--- config.mk ---
export PLATFORM = sky130hd
export DESIGN_NAME = uart_imem_loader
export DESIGN_NICKNAME = d
export VERILOG_FILES = /design/src/rtl/uart_imem_loader.sv
export SDC_FILE = /design/constraint.sdc
export NUM_CORES = 1
export LEC_CHECK = 0
export ABC_AREA = 1
export ABC_CLOCK_PERIOD_IN_PS = 2800
export BUFFER_PORTS_ARGS = -buffer_cell sky130_fd_sc_hd__buf_2
export CAP_MARGIN = 20
export CORE_MARGIN = 8
export CORE_UTILIZATION = 29
export CTS_CLUSTER_DIAMETER = 150
export DETAILED_ROUTE_END_ITERATION = 16
export HOLD_SLACK_MARGIN = 0.02
export PLACE_DENSITY = 0.52
export SLEW_MARGIN = 5
export SYNTH_ARGS = -nofsm -noshare
export SYNTH_HDL_FRONTEND = slang
export SYNTH_SLANG_ARGS = --single-unit
--- constraint.sdc ---
create_clock -name clk -period 2.8 [get_ports clk]
set_input_delay 0.56 -clock clk [delete_from_list [all_inputs] [get_ports clk]]
set_output_delay 0.56 -clock clk [all_outputs]
set_load 0.02 [all_outputs]
--- src/rtl/uart_imem_loader.sv ---
// Boot loader: 8N1 UART byte stream -> little-endian 32-bit words -> instruction memory.
// Optional trailing XOR checksum byte enabled by defining LOADER_CHECKSUM_EN.
module uart_imem_loader #(
  parameter int CLK_HZ    = 100_000_000,
  parameter int BAUD      = 115200,
  parameter int ADDR_W    = 10,
  parameter int MAX_WORDS = 1024
) (
  input  logic              clk,
  input  logic              rst,
  input  logic              uart_rx,
  input  logic              reload,
  output logic              imem_we,
  output logic [ADDR_W-1:0] imem_addr,
  output logic [31:0]       imem_wdata,
  output logic              cpu_hold,
  output logic              load_done,
  output logic              load_err
);

  localparam int CPB   = CLK_HZ / BAUD;
  localparam int HALF  = CPB / 2;
  localparam int CNT_W = $clog2(CPB);
  localparam int LEN_W = ADDR_W + 1;

  typedef enum logic [1:0] {RX_IDLE, RX_START, RX_DATA, RX_STOP} rx_state_t;

`ifdef LOADER_CHECKSUM_EN
  typedef enum logic [2:0] {S_LEN0, S_LEN1, S_DATA, S_CHK, S_DONE, S_ERR} ld_state_t;
  localparam ld_state_t S_FIN = S_CHK;
`else
  typedef enum logic [2:0] {S_LEN0, S_LEN1, S_DATA, S_DONE, S_ERR} ld_state_t;
  localparam ld_state_t S_FIN = S_DONE;
`endif

  // ---------------- UART receiver ----------------
  rx_state_t        rx_st, rx_nxt;
  logic             rx_meta, rx_s, rx_prev;
  logic [CNT_W-1:0] rx_cnt;
  logic [2:0]       bit_idx;
  logic [7:0]       rx_sh;
  logic             rx_valid, rx_ferr, cnt_wrap;

  assign cnt_wrap = (rx_st == RX_START) ? (rx_cnt == CNT_W'(HALF - 1))
                                        : (rx_cnt == CNT_W'(CPB - 1));

  // NOTE: every output of a combinational block gets a default first so no path leaves it unassigned (no latch).
  always_comb begin
    rx_nxt   = rx_st;
    rx_valid = 1'b0;
    rx_ferr  = 1'b0;
    case (rx_st)
      RX_IDLE:  if (rx_prev && !rx_s) rx_nxt = RX_START;
      RX_START: if (cnt_wrap) rx_nxt = rx_s ? RX_IDLE : RX_DATA;
      RX_DATA:  if (cnt_wrap && bit_idx == 3'd7) rx_nxt = RX_STOP;
      RX_STOP:  if (cnt_wrap) begin
                  rx_nxt   = RX_IDLE;
                  rx_valid = rx_s;
                  rx_ferr  = !rx_s;
                end
      default:  rx_nxt = RX_IDLE;
    endcase
  end

  // NOTE: sequential state uses non-blocking assignments so all registers update from pre-edge values.
  always_ff @(posedge clk or negedge rst) begin
    if (!rst) begin
      rx_meta <= 1'b1;
      rx_s    <= 1'b1;
      rx_prev <= 1'b1;
      rx_st   <= RX_IDLE;
      rx_cnt  <= '0;
      bit_idx <= '0;
      rx_sh   <= '0;
    end else begin
      rx_meta <= uart_rx;
      rx_s    <= rx_meta;
      rx_prev <= rx_s;
      rx_st   <= rx_nxt;
      rx_cnt  <= (rx_st == RX_IDLE || cnt_wrap) ? '0 : rx_cnt + 1'b1;
      if (rx_st == RX_IDLE) bit_idx <= '0;
      if (rx_st == RX_DATA && cnt_wrap) begin
        rx_sh   <= {rx_s, rx_sh[7:1]};
        bit_idx <= bit_idx + 1'b1;
      end
    end
  end

  // ---------------- Load protocol ----------------
  ld_state_t        st, st_nxt;
  logic [7:0]       len_lo;
  logic [LEN_W-1:0] len_q;
  logic [1:0]       byte_idx;
  logic [15:0]      len_full;
  logic             last_word, reload_go;
`ifdef LOADER_CHECKSUM_EN
  logic [7:0]       chk;
`endif

  assign len_full  = {rx_sh, len_lo};
  assign last_word = ({1'b0, imem_addr} == len_q - LEN_W'(1));
  assign reload_go = reload && (st == S_DONE || st == S_ERR);

  always_comb begin
    st_nxt = st;
    case (st)
      S_LEN0: if (rx_valid) st_nxt = S_LEN1;
      S_LEN1: if (rx_valid) begin
                if (len_full > 16'(MAX_WORDS)) st_nxt = S_ERR;
                else if (len_full != 16'd0)    st_nxt = S_DATA;
                else                           st_nxt = S_FIN;
              end
      S_DATA: if (rx_valid && byte_idx == 2'd3 && last_word) st_nxt = S_FIN;
`ifdef LOADER_CHECKSUM_EN
      S_CHK:  if (rx_valid) st_nxt = (rx_sh == chk) ? S_DONE : S_ERR;
`endif
      S_DONE, S_ERR: if (reload) st_nxt = S_LEN0;
      default: st_nxt = S_ERR;
    endcase
    // A framing error aborts any load in progress; finished states ignore the line.
    if (rx_ferr && st != S_DONE && st != S_ERR) st_nxt = S_ERR;
  end

  always_ff @(posedge clk or negedge rst) begin
    if (!rst) begin
      st         <= S_LEN0;
      len_lo     <= '0;
      len_q      <= '0;
      byte_idx   <= '0;
      imem_we    <= 1'b0;
      imem_addr  <= '0;
      imem_wdata <= '0;
`ifdef LOADER_CHECKSUM_EN
      chk        <= '0;
`endif
    end else begin
      st      <= st_nxt;
      imem_we <= 1'b0;
      // Advance only while more words follow, so the final address stays at len-1.
      if (imem_we && st == S_DATA) imem_addr <= imem_addr + 1'b1;
      if (reload_go) begin
        imem_addr <= '0;
        byte_idx  <= '0;
`ifdef LOADER_CHECKSUM_EN
        chk       <= '0;
`endif
      end else if (rx_valid && (st == S_LEN0 || st == S_LEN1 || st == S_DATA)) begin
`ifdef LOADER_CHECKSUM_EN
        chk <= chk ^ rx_sh;
`endif
        case (st)
          S_LEN0: len_lo <= rx_sh;
          S_LEN1: begin
                    len_q    <= LEN_W'(len_full);
                    byte_idx <= '0;
                  end
          default: begin
                    imem_wdata[{byte_idx, 3'b000} +: 8] <= rx_sh;
                    byte_idx <= byte_idx + 1'b1;
                    if (byte_idx == 2'd3) imem_we <= 1'b1;
                  end
        endcase
      end
    end
  end

  assign load_done = (st == S_DONE);
  assign load_err  = (st == S_ERR);
  assign cpu_hold  = (st != S_DONE);

endmodule

Yosys cells after proc, flatten, opt, wreduce, memory -nomap -nowiden. Index checks and enable logic that the tools add are counted.

Eq/ne operators: 23. Shift-type cells: 2. $add $sub $neg: 6. Magnitude comparators: 1. Muxes and demuxes: 32. Reductions and logical operators: 29. Bitwise gates (word level): 2.

Operators by type and width (number): $bwmux W32 (1); $shift A8 B7 Y32 const A (1); $shiftx A8 B7 Y32 (1); $mux W10 (3); $mux W3 (8); $add A10 B1 Y10 const B (2); $gt A16 B11 Y1 const B (1); $reduce_bool A16 Y1 (1); $ne A3 B3 Y1 const B (5); $mux W2 (7); $pmux W3 S4 (1); $eq A10 B11 Y1 (1); $sub A11 B1 Y11 const B (1); $eq A10 B10 Y1 const B (1); $eq A10 B9 Y1 const B (1); $logic_and A1 B1 Y1 (10); $mux W1 (10); $ne A2 B2 Y1 const B (5); $reduce_and A3 Y1 (3); $pmux W2 S4 (1); $reduce_and A4 Y1 (2); $neg A5 Y7 (1); $eq A2 B2 Y1 const B (3); $eq A3 B2 Y1 const B (2); 15 further kinds (23).

Flip-flop bits (word level): 93. Word-level logic and storage cells: 109. Input bits: 4. Output and inout bits: 46.

Longest topological paths before layout.
Word-level depth: 9. Gate-level depth with buffers: 17. Mapped depth without buffers: 17.

Worst setup path after synthesis. Ideal clock, no wire load.

Path kind: flip-flop to flip-flop. Start: register st[0]. End: register imem_wdata[16]. Clock period less this slack: 1.892 ns. Library setup time: 0.065 ns. Stages on the path, launching flop included: 12. Required time: 2.735 ns. Data arrival time: 1.827 ns. Setup slack: 0.908 ns. Path buffers: 2. Path through: dfrtp_1 > nor2_1 > inv_1 > nor2_1 > nor2_1 > nor2_4 > inv_2 > nand3_1 > buf_6 > buf_6 > o21ai_1 > nand2_1.

Cells in the longest elaborated chain, start to end: 5. Elaborated cells between the ends (all ways): 14. Classes of those cells: 4 x eq/ne; 2 x bitwise; 8 x reduce/logical.

Ends and longest elaborated chain: start, declared (line 90) `ld_state_t st, st_nxt;`; start signal, assigned (line 137) `st <= st_nxt;`; $eq A3 B3 Y1; named net load_err (line 18) `output logic load_err`; $logic_or A1 B1 Y1 (line 102) `assign reload_go = reload && (st == S_DONE || st == S_ERR);`; $logic_and A1 B1 Y1 (line 102); $not A1 Y1 (no source line); $reduce_and A3 Y1 (no source line); end signal, assigned by index (line 158) `imem_wdata[{byte_idx, 3'b000} +: 8] <= rx_sh;`; end, declared (line 15) `output logic [31:0] imem_wdata,`.

The timed path passes the listed nets, and every way through them passes these cells. A chain may end at the register's enable or synchronous reset.

Worst setup path in the final report.
Start: register st[0]. End: register imem_wdata[18].

Cells in the longest elaborated chain, start to end: 5. Elaborated cells between the ends (all ways): 14. Classes of those cells: 4 x eq/ne; 2 x bitwise; 8 x reduce/logical.

Ends and longest elaborated chain (line): $eq A3 B1 Y1, or another cell as far along (147, 151); $logic_or A1 B1 Y1 (on tied branches) (147, 102); $logic_or A1 B1 Y1 or $logic_and A1 B1 Y1 (tied branches) (147, 102); $logic_and A1 B1 Y1 or $not A1 Y1 (tied branches); $reduce_and A3 Y1 (no source line) (*).

Mark *: on every way between the ends. The rest lies on a longest branch, timed or not.

==> results.md <==
- GRT Residual Overflow: 0
- Vias in the first global route: ~3,900
- Worst-path maximum fanout: 29
- Worst Tran Pin Value: about 750 ps
- RSZ-0062 raised after global routing: false
- Clock Sinks: 93
- CP arrival: 2430 ps
- FMAX: roughly 460 MHz
- Net Count, Synth: between 600 and 700
- Critical Path Max Stage Delay: 430 ps
- Post-DP HPWL: 8530 um
- Antenna viol nets, final: 0
- CTS max path bufs: 2
- Mapped Area: 4750 um2
- Wire length per cell: 13.3 um
- Largest net degree at the start of global routing: 57
- Core area: 16,300 um2
- Lkg Pwr: approximately 2.8 nW
- IO Pins: 50
- Post-CTS Resized: 0
- Antenna diodes: 0
- Setup WS pre-CTS: approximately 650 ps
- Setup Buffers After CTS: 0
- Final wirelength: 11,800 um
- Vias post-DR: around 4,000
- FF+latch count, synth: 93
- Fin util: 0.340
- Vias/cell: roughly 4.5
- Clock skew: about 13 ps
- GPL Wtd Cong: between 0.7 and 0.8
- Final WS setup: 614 ps
- CP Class: reg2reg
- CP Capture Type: flop
- Clock root buffer: clkbuf_16
- DR DRC count: 0
- Warnings from Yosys: 0
- Top-area cell type share of the netlist area: 0.474
- Most used cell, CP: nor2_1
- Number of hold buffers added after CTS: 0
- CTS tree: yes
- Site Rows: 47
- Seq/Total Area, Yosys: 0.490
- Initial Utilization: 0.292
- Setup TNS: 0 ps
- Fin crit period: approximately 2200 ps
- Mapped Avg Cell Area: just under 8 um2
- Hold Crit Class: in2async
- Outcome: finished clean
- Pwr dens: 523 nW/um2
- First-pass GRT wire length: roughly 20,000 um
- Hold WS: between 200 and 300 ps
- Endpoints failing hold: 0
- Num CTS Buffers: 9
- Power Total: 2.89 mW
- Die Ht: between 100 and 150 um
- Router iterations before antenna repair: 4
- Max Cap Viol: 0
- Die Area: a little over 20,000 um2
- Area growth, synth to finish: 16.3%
- Post-Layout Cell Count: 882
- IO buf count: between 40 and 50
- Initial antenna violation count: 0
- DIE WIDTH: 144 um
- Slew HR: 0.501
- Required time of the critical path: 3040 ps
- Latest clock arrival within the worst-skew pair: roughly 360 ps
- Crit-path slowest cell: dfrtp_1
- CP cell instances: nor2_1 -> inv_1 -> nor2_1 -> nor2_1 -> nor2_4 -> inv_2 -> nand3_1 -> buf_4 -> nor2_4 -> nand2_1 -> nand2_1
- Clk slew on worst S/H paths: roughly 70 ps
- Top Family by Delay on Critical Path: simple AND/OR/NAND/NOR gates
- Placed cell area: around 5300 um2
- Max rail drop VDD: about 0.32 mV
- Final period utilization: 0.781
- Nets: ~670
- Max Slew Vio Count: 0
- Ratio of cells with drive above 1 in the final layout: 0.133
- Buf/Inv on CP: 3
- Syn Inst Count: between 600 and 700
- Final Setup Violations: 0
- Library cells used by synthesis: 33
- CP Launch Type: flop
- Htree depth: 3
- Yosys top cell by area: dfrtp_1
- Synth top area cells: dfrtp_1, nand2_1, nor2_1, o21ai_0, inv_1
- DRT iter0 DRCs: between 200 and 250
- Gr usage total: 0.120
- Finished Cell Area: around 5500 um2
- Cells after DPL: about 870
==> synth_stat cells <==
cell type	number
nor2_1	80
nor3b_1	3
buf_2	4
inv_2	3
ha_1	10
nor3_2	5
a21oi_1	17
buf_6	2
nand2_2	2
xnor2_1	6
dfrtp_1	90
o21ai_0	55
nand4_2	1
nor4_1	2
nand4_1	4
nand3_1	32
nor3_1	14
o21ai_1	14
nor2_2	2
o21bai_1	1
nand2_1	157
nand3b_1	1
clkinv_1	1
a22o_1	2
o31ai_1	3
clkbuf_1	5
a211oi_1	2
mux2_4	2
nor2_4	3
dfstp_2	3
xor2_1	5
inv_1	73
nor2_8	1
==> path summary, 6_finish.rpt <==
check                           slack [ps]  cells after the start    start              to
worst max-delay path                   610                     11    st[0]  imem_wdata[18]
worst min-delay path                   280                      1      rst       rx_cnt[7]
worst max register to register         610                     11    st[0]  imem_wdata[18]
worst min register to register         360                      0  rx_meta            rx_s
max in group asynchronous             1800                      2      rst            rx_s
min in group clk                       310                      1  uart_rx         rx_meta
==> logic make-up after synthesis <==
family,Yosys count,synth area share
AOI/OAI and AO/OA,94,0.104
xor gates and xnor gates,11,0.0203
and+or+nand+nor,307,0.279
buffers and inverters,88,0.0737
muxes,2,0.00632
adders and majority gates,10,0.0263
DFF,93,0.490
==> sequential cells by signal (all words and copies together), names as in the netlist, named ones only <==
signal      flops
len_lo          8
rx_sh           8
imem_we         1
rx_meta         1
byte_idx        2
rx_cnt         10
bit_idx         3
rx_prev         1
len_q          11
imem_addr      10
rx_s            1
imem_wdata     32
rx_st           1
st              3
==> area by class of cell <==
cell class	count	area, um2
inverter	77	289
sequential	93	2330
clock buffer	12	246
tap	220	275
timing repair buffer	52	283
fill	1745	10800
clock inverter	4	32.5
multi-input combinational	424	2070
==> metal layers <==
layer,track usage,part of all wire,vias to the layer above,routed length [um]
li1,-,-,2029,-
met1,0.162,0.48,1850,5690
met2,0.178,0.43,88,5070
met3,0.0393,0.072,16,847
met4,0.0387,0.013,0,154
met5,0,0,-,0
==> layout by cell type (no fill, tap or decap), types with 4 or more instances in the layout <==
master and instances:
nand2_1 157, dfrtp_1 90, nor2_1 80, inv_1 73
o21ai_0 55, buf_2 48, nand3_1 32, a21oi_1 17
nor3_1 14, o21ai_1 14, ha_1 10, clkbuf_16 9
xnor2_1 6, nor3_2 5, xor2_1 5, nand4_1 4
==> report_power, final <==
group / switching, mW / internal (mW) / leakage, nW
Clock: 0.535 / 0.632 / 0.129
Sequential: 0.0646 / 1.40 / 1.26
Combinational: 0.173 / 0.0831 / 1.45
Note: power is estimated with default switching activity, not from simulation.
